===== config.mk =====
export PLATFORM = sky130hd
export DESIGN_NAME = pipe_stage_skid
export DESIGN_NICKNAME = d
export VERILOG_FILES = /design/src/rtl/pipe_stage_skid.sv
export SDC_FILE = /design/constraint.sdc
export NUM_CORES = 1
export LEC_CHECK = 0
export CORE_ASPECT_RATIO = 0.8
export CORE_MARGIN = 4
export CORE_UTILIZATION = 44
export DETAILED_ROUTE_END_ITERATION = 10
export PLACE_DENSITY_LB_ADDON = 0.08
export SLEW_MARGIN = 0
export SYNTH_ARGS = -nofsm -noshare
export SYNTH_HDL_FRONTEND = slang
export SYNTH_SLANG_ARGS = --single-unit

===== constraint.sdc =====
create_clock -name clk -period 1.9 [get_ports clk]
set_input_delay 0.38 -clock clk [delete_from_list [all_inputs] [get_ports clk]]
set_output_delay 0.38 -clock clk [all_outputs]
set_load 0.01 [all_outputs]

===== src/rtl/pipe_stage_skid.sv =====
// Valid/ready pipeline stage chain: DEPTH cascaded stages, each with a main and a skid entry.
// Optional synchronous flush is compiled in when PIPE_FLUSH_EN is defined.
module pipe_stage_skid #(
    parameter int W     = 32,
    parameter int DEPTH = 1
) (
    input  logic                         clk,
    input  logic                         rst,
    input  logic                         flush,
    input  logic                         in_valid,
    output logic                         in_ready,
    input  logic [W-1:0]                 in_data,
    output logic                         out_valid,
    input  logic                         out_ready,
    output logic [W-1:0]                 out_data,
    output logic [$clog2(2*DEPTH+1)-1:0] occupancy
);
    localparam int OCC_W = $clog2(2*DEPTH+1);

    logic [DEPTH-1:0] m_v_all;
    logic [DEPTH-1:0] s_v_all;
    logic [DEPTH-1:0] m_v_nx;
    logic [DEPTH-1:0] s_v_nx;
    logic [W-1:0]     m_d_all [DEPTH];
    logic             flush_act;
    logic [OCC_W-1:0] occ_q;
    logic [OCC_W-1:0] occ_d;

`ifdef PIPE_FLUSH_EN
    assign flush_act = flush;
`else
    logic unused_flush;
    assign unused_flush = flush;
    assign flush_act    = 1'b0;
`endif

    // Stage 0 readiness depends only on its own skid register, never on out_ready.
    assign in_ready  = !s_v_all[0] && !rst && !flush_act;
    assign out_valid = m_v_all[DEPTH-1];
    assign out_data  = m_d_all[DEPTH-1];
    assign occupancy = occ_q;

    for (genvar k = 0; k < DEPTH; k++) begin : g_stage
        logic         m_v_q, m_v_d;
        logic         s_v_q, s_v_d;
        logic [W-1:0] m_d_q, m_d_d;
        logic [W-1:0] s_d_q, s_d_d;
        logic         up_v;
        logic [W-1:0] up_d;
        logic         dn_r;
        logic         acc;
        logic         pop;

        if (k == 0) begin : g_first
            assign up_v = in_valid && in_ready;
            assign up_d = in_data;
        end else begin : g_mid
            assign up_v = m_v_all[k-1];
            assign up_d = m_d_all[k-1];
        end

        if (k == DEPTH - 1) begin : g_last
            assign dn_r = out_ready;
        end else begin : g_inner
            assign dn_r = !s_v_all[k+1];
        end

        assign acc = up_v && !s_v_q;
        assign pop = m_v_q && dn_r;

        always_comb begin
            m_v_d = m_v_q;
            s_v_d = s_v_q;
            m_d_d = m_d_q;
            s_d_d = s_d_q;
            if (!m_v_q) begin
                if (acc) begin
                    m_v_d = 1'b1;
                    m_d_d = up_d;
                end
            end else if (!s_v_q) begin
                if (acc && pop) begin
                    m_d_d = up_d;
                end else if (acc) begin
                    s_v_d = 1'b1;
                    s_d_d = up_d;
                end else if (pop) begin
                    m_v_d = 1'b0;
                end
            end else if (pop) begin
                // Skid drains into main; upstream was held off by !s_v.
                m_d_d = s_d_q;
                s_v_d = 1'b0;
            end
            if (flush_act) begin
                m_v_d = 1'b0;
                s_v_d = 1'b0;
            end
        end

        always_ff @(posedge clk) begin
            if (rst) begin
                m_v_q <= 1'b0;
                s_v_q <= 1'b0;
                m_d_q <= '0;
                s_d_q <= '0;
            end else begin
                m_v_q <= m_v_d;
                s_v_q <= s_v_d;
                m_d_q <= m_d_d;
                s_d_q <= s_d_d;
            end
        end

        assign m_v_all[k] = m_v_q;
        assign s_v_all[k] = s_v_q;
        assign m_d_all[k] = m_d_q;
        assign m_v_nx[k]  = m_v_d;
        assign s_v_nx[k]  = s_v_d;
    end

    // Occupancy is computed from next-state bits so the register matches the stage state after each edge.
    always_comb begin
        occ_d = '0;
        for (int k = 0; k < DEPTH; k++) begin
            occ_d = occ_d + OCC_W'(m_v_nx[k]) + OCC_W'(s_v_nx[k]);
        end
    end

    always_ff @(posedge clk) begin
        if (rst) begin
            occ_q <= '0;
        end else begin
            occ_q <= occ_d;
        end
    end

endmodule

==> flow_summary.toml, run 1 <==
[outcome]
outcome = "finished, final reports clean"

[hold_path]
min_path_type = "in -> reg"
hold_path_end = "g_stage[0].s_d_q[23]"
worstHoldPathCells = 3
worstHoldStart = "rst"

[yosys]
synth_top_area_share_pct = 46.5
netlist_instances = 342
seq_area_frac_synth_pct = 46.5
avgSynthCellArea_um2 = 8.55
syn-num-nets = 380
synth_cell_types = 20
syn_area_mm2 = 0.00293
synth_area_leaders = "dfxtp_1, a311oi_2, nand2_1"
synth-seq-cells = 68
synth_area_leader_cell = "dfxtp_1"
yosysWarnings = 0

[sta]
timing.final.crit_share_pct = 95.8
rsz0062_at_grt = "false"
relSlewSlack_pct = 48.2
finClkSkew_ns = 0.00537
drv_slew = 0
max_freq_mhz = 549
hold_viol = 0
worstMarginPinSlew_ns = 0.777
finalSetupTns_ns = 0
fin_ws_ns = 0.0800
period_minus_slack_ns = 1.82
finalSetupViolCount = 0

[placed_design]
io_buffers = 71
gp_congestion = 0.740
dpl.hpwl_um = 4490
place_ws_ns = -0.351
dpl-instance-area_mm2 = 0.00374
dp.cells = 484

[global_routing]
grt_start_max_net_pins = 61
grt_pass1_wl_um = 11700
use_met2_pct = 30.7
top_usage_layer = "met2"
grt_util_met3_pct = 6.27
grt_use_met1_pct = 22.4
overflow = 0
grt_pass1_vias = 2480
track_usage_pct = 18.3
grt_antenna_before_repair = 0

[clocking]
clk_pin_slew_ns = 0.07
clk_latency_ns = 0.33
htree_levels = 3
cts_buffers = 9
clockBufferDepth = 2
postCtsSetupBuffers = 0
cts_tree = "built"
cts_root_buf = "clkbuf_8"
ctsHoldBuffers = 0
cts.sinks = 68

[worst_setup_path]
crit_fanout = 11
end_kind = "output port"
r2r_slack_ns = 0.22
cp-start-kind = "register"
crit_arrival_ns = 1.44
reg2reg_from = "g_stage[0].s_v_q"
critPathKind = "reg -> out"
reg2regPathDepth = 6
required_ns = 1.52
r2r-end = "g_stage[0].s_d_q[31]"

[power]
sw_frac_of_total_pct = 24.3
powerDensity_mw_per_mm2 = 821
netSwitchingPower_uw = 794
pwr-share-seq_pct = 46.4
ir_worst_vdd_uv = 472
clkPwrFrac_pct = 39.0
pwr-share-comb_pct = 14.6
leakagePower_nw = 1.42
intPower_mw = 2.47

[route]
drcViolationCount = 0
ant_nets = 0
routed_via_density = 5.17
wl_um = 6910
wl_per_cell_um = 13.8
drt_iter0_drc = 130
via_count = 2589
drt-pass1-iter-count = 4

[die]
core-area_mm2 = 0.00641
die_h_um = 80.9
die-area_mm2 = 0.00803
rows = 26
initial_core_util_pct = 45.6
ios = 73
die_w_um = 99.2

[layout]
n_antenna_cell = 0
fin_util_pct = 62.1
finalNonFillerCells = 501
fin_nets = 450
drive_gt1_share_pct = 16.8
area_delta_synth_final_pct = 36.1
design_area_mm2 = 0.00398

[run]
cap_viol_max_count = 0
-- flip-flops by register name (all words and copies together), names as in the netlist --
signal and cells:
g_stage.s_d_q 32, g_stage.s_v_q 1, occupancy 2, out_data 32
out_valid 1
-- worst max-delay path by stage --
stage | startpoint | end | slack [ns] | depth (start not counted)
finish | out_valid | out_valid | 0.08 | 2
global route | out_valid | out_valid | 0.02 | 2
CTS | g_stage[0].s_v_q | in_ready | 0.0005 | 3
detailed placement | in_valid | g_stage[0].s_d_q[20] | -0.35 | 6
global placement | in_valid | g_stage[0].s_d_q[12] | -0.33 | 6
floorplan | rst | g_stage[0].s_d_q[31] | 0.03 | 8
-- through the flow --
| step | power (mW) | hold WS (ns) |
|---|---|---|
| after global placement | 2.02 | 0.442 |
| after detailed placement | 2.03 | 0.447 |
| after global routing | 3.42 | 0.402 |
| after floorplan | 1.79 | 0.437 |
| final | 3.27 | 0.421 |
| after CTS | 3.31 | 0.388 |
-- logic make-up (layout without fill, tap and decap cells) --
family	Yosys count	in the layout	synth area share [%]
fa+ha+maj	1	1	0.428
flops	68	68	46.5
buf+inv	35	110	6.59
compound gates	69	69	22.5
simple gates	169	169	24.0
-- synth_stat cells (all sizes together) --
| cell type | instances |
|---|---|
| clkbuf | 18 |
| ha | 1 |
| a22oi | 1 |
| a21oi | 34 |
| nor2b | 2 |
| nand2 | 98 |
| a311oi | 32 |
| nand3 | 32 |
| nor2 | 33 |
| dfxtp | 68 |
| o21ai | 1 |
| a31oi | 1 |
| and2 | 1 |
| inv | 2 |
| buf | 15 |
| nor3b | 1 |
| or3b | 2 |
-- layout make-up --
cell class / instances / area (um2)
multi-input cells: 239 / 1380
well taps: 84 / 105
clock inverters: 7 / 91.3
repair buffers: 92 / 907
clock buffers: 9 / 124
inverters: 2 / 7.51
fillers: 563 / 2430
flip-flops and latches: 68 / 1360
-- critical path: stages, from the launching register on --
cell	delay, ns
dfxtp_1	0.36
buf_4	0.19
clkdlybuf4s50_1	0.56
-- layer usage --
layer / vias up / share of wire (%)
met5: - / 0
met4: 0 / 0.95
met3: 6 / 7.1
met2: 70 / 47
met1: 1205 / 45
li1: 1308 / -
-- cell usage in the layout, fill, tap and decap left out, types with 2 or more instances in the layout --
cell             instances
buf_4                   16
nor2b_1                  2
clkdlybuf4s50_1         68
nand2_1                 98
inv_1                    2
buf_12                   3
dlymetal6s2s_1           2
buf_2                    2
nor2_1                  33
bufinv_16                2
clkbuf_8                 9
a311oi_2                28
a311oi_1                 4
dfxtp_1                 68
nand3_1                 32
a21oi_1                 33
clkinv_2                 3
-- repair_timing --
item,in CTS,in global routing
gates resized for setup,0,5
endpoints found under the setup margin,0,62
endpoints found under the hold margin,0,0
-- power groups by stage --
stage                     clock network [mW]  registers (mW)  logic, mW
after global routing                    1.38            1.52      0.521
after CTS                               1.32            1.52      0.480
final                                   1.27            1.52      0.477
after global placement                     0            1.55      0.475
after floorplan                            0            1.57      0.215
after detailed placement                   0            1.55      0.478
Power figures use the tool's default switching activity.
==> inputs of run 2 (changes only) <==
--- a/config.mk
+++ b/config.mk
@@ -8,6 +8,7 @@
 export CORE_ASPECT_RATIO = 0.8
 export CORE_MARGIN = 4
 export CORE_UTILIZATION = 44
+export CTS_CLUSTER_DIAMETER = 30
 export DETAILED_ROUTE_END_ITERATION = 10
 export PLACE_DENSITY_LB_ADDON = 0.08
 export SLEW_MARGIN = 0
==> results of run 2 <==
The final DEF is identical to that of run 1; final timing and power are the same.
==> inputs of run 3 (changes only) <==
--- a/config.mk
+++ b/config.mk
@@ -7,7 +7,7 @@
 export LEC_CHECK = 0
 export CORE_ASPECT_RATIO = 0.8
 export CORE_MARGIN = 4
-export CORE_UTILIZATION = 44
+export CORE_UTILIZATION = 49
 export CTS_CLUSTER_DIAMETER = 30
 export DETAILED_ROUTE_END_ITERATION = 10
 export PLACE_DENSITY_LB_ADDON = 0.08
==> constraint.sdc (replaced) <==
create_clock -name clk -period 1.8 [get_ports clk]
set_input_delay 0.36 -clock clk [delete_from_list [all_inputs] [get_ports clk]]
set_output_delay 0.36 -clock clk [all_outputs]
set_load 0.01 [all_outputs]
==> run 3 against run 2 <==
Net effect: total power up 1.2%; die area shrank 9.3%; non-clock buffer count rose by 9; routed wire length increased by 4.9%; sequential power rose by 5%; via count increased by 3.0%; critical path depth up 5; flip-flop and latch count unchanged; first-iteration DRC count is 7.7% higher; highest routed layer unchanged; largest cell class unchanged; clock-buffer cell count increased by 2; setup slack gained 0.045 ns; critical endpoint is now g_stage[0].s_d_q[11].
==> flow_summary.toml, run 3 (same netlist as run 1, synthesis figures left out) <==
[outcome]
outcome = "finished, final reports clean"

[layout]
fin_util_pct = 71.2
fin_nets = 459
n_antenna_cell = 0
area_delta_synth_final_pct = 36.7
n_fill_cell = 456
multi_input_area_mm2 = 0.00138
layout_commonest_cell = "nand2_1"
final_cell_mix = "nand2_1, clkdlybuf4s50_1, dfxtp_1"
seqCellArea_mm2 = 0.00136
design_area_mm2 = 0.00400
drive_gt1_share_pct = 18.1

[worst_setup_path]
required_ns = 2.07
cpPeakStageDelay_ns = 0.43
crit_fanout = 7
crit_top_cell = "buf_4"
path_cells = "or3b_4 -> buf_4 -> nor3b_4 -> buf_4 -> buf_4 -> nand2_1 -> a21oi_1"
cpMaxStageDelayCell = "or3b_4"
end_kind = "register"
critPathKind = "reg -> reg"
critical-path-top-delay-family = "simple AND/OR/NAND/NOR gates"
cp-start-kind = "register"
crit_arrival_ns = 1.95
critPathBufInv = 3

[sta]
drv_slew = 0
max_freq_mhz = 597
relSlewSlack_pct = 58.6
finalSetupViolCount = 0
rsz0062_at_grt = "false"
period_minus_slack_ns = 1.68
hold_viol = 0
worstMarginPinSlew_ns = 0.621
finClkSkew_ns = 0.00704
holdWs_ns = 0.383
timing.final.crit_share_pct = 93.1
fin_ws_ns = 0.125

[route]
drt-pass1-iter-count = 4
wl_um = 7250
routed_via_density = 5.29
ant_nets = 0
drcViolationCount = 0
via_count = 2666
wl_per_cell_um = 14.4
drt_iter0_drc = 140

[global_routing]
overflow = 0
grt_pass1_wl_um = 12400
grt_start_max_net_pins = 47
grt_pass1_vias = 2671
grt_antenna_before_repair = 0
track_usage_pct = 21.2

[die]
core-area_mm2 = 0.00562
initial_core_util_pct = 52.1
rows = 24
die-area_mm2 = 0.00728
die_h_um = 77.1
ios = 73
die_w_um = 94.4

[clocking]
cts_buffers = 9
ctsHoldBuffers = 0
cts.sinks = 68
htree_levels = 3
clk_pin_slew_ns = 0.07
cts_root_buf = "clkbuf_8"
cts_tree = "built"
clk_latency_ns = 0.34
clockBufferDepth = 2

[power]
leakagePower_nw = 1.43
powerDensity_mw_per_mm2 = 827
ir_worst_vdd_uv = 541

[placed_design]
place_ws_ns = -0.438
dpl-instance-area_mm2 = 0.00378
io_buffers = 71
dpl.hpwl_um = 4960
gp_congestion = 0.775

[hold_path]
min_path_type = "in -> reg"

[run]
cap_viol_max_count = 0
## run 3: changes by cell type in the layout (fill, tap and decap cells not counted)
cell / change
dfxtp_1: -1
dlygate4sd2_1: +2
buf_12: -1
bufinv_16: -1
clkbuf_1: +2
clkinv_4: -1
dfxtp_2: +1
buf_6: +3
a21oi_2: -1
a21oi_1: +1
buf_4: +7
dlymetal6s2s_1: -2
## run 3: per-layer routing
layer	vias up	global-route usage (%)	routed length [um]
li1	1331	-	-
met1	1261	26.4	3090
met2	66	35.2	3650
met3	8	6.07	437
met4	0	6.35	71
met5	-	0	0
## run 3: per-stage QoR
step | cells | TNS [ns] | total power [mW]
6_report | 504 | 0 | 3.31
5_1_grt | 504 | 0 | 3.46
4_1_cts | 502 | 0 | 3.34
3_5_place_dp | 485 | -25.01 | 2.15
3_3_place_gp | 485 | -21.96 | 2.14
2_1_floorplan | 342 | -0.541 | 1.89
## run 3: final cells by class
class,instances,area share (%)
Clock buffer,11,3.29
Clock inverter,5,1.31
Inverter,2,0.188
Multi-Input combinational cell,239,34.5
Sequential cell,68,34.1
Tap cell,78,2.44
Timing Repair Buffer,101,24.2
## run 3: worst reg2reg max path, cell delays in order, from the launching register on
cell	delay, ns
dfxtp_1	0.32
or3b_4	0.43
buf_4	0.16
nor3b_4	0.18
buf_4	0.17
buf_4	0.15
nand2_1	0.06
a21oi_1	0.13
## run 3: path summary, 6_finish.rpt
path,start,endpoint,slack [ns],depth (start not counted)
worst min register to register,g_stage[0].s_d_q[10],g_stage[0].s_d_q[10],0.45,2
worst min-delay path,rst,out_data[20],0.38,3
worst max-delay path,g_stage[0].s_v_q,g_stage[0].s_d_q[11],0.12,7
worst max register to register,g_stage[0].s_v_q,g_stage[0].s_d_q[11],0.12,7
## run 3: repair_timing
item	in CTS	in global routing
setup endpoints to repair	53	8
gates cloned	1	0
buffers inserted	0	2
pin swaps	1	1
gates resized for setup	5	3
## run 3: power breakdown
| group | switching (mW) | internal, mW |
|---|---|---|
| registers | 0.0346 | 1.57 |
| logic | 0.238 | 0.275 |
| clock network | 0.558 | 0.633 |
| total | 0.830 | 2.48 |
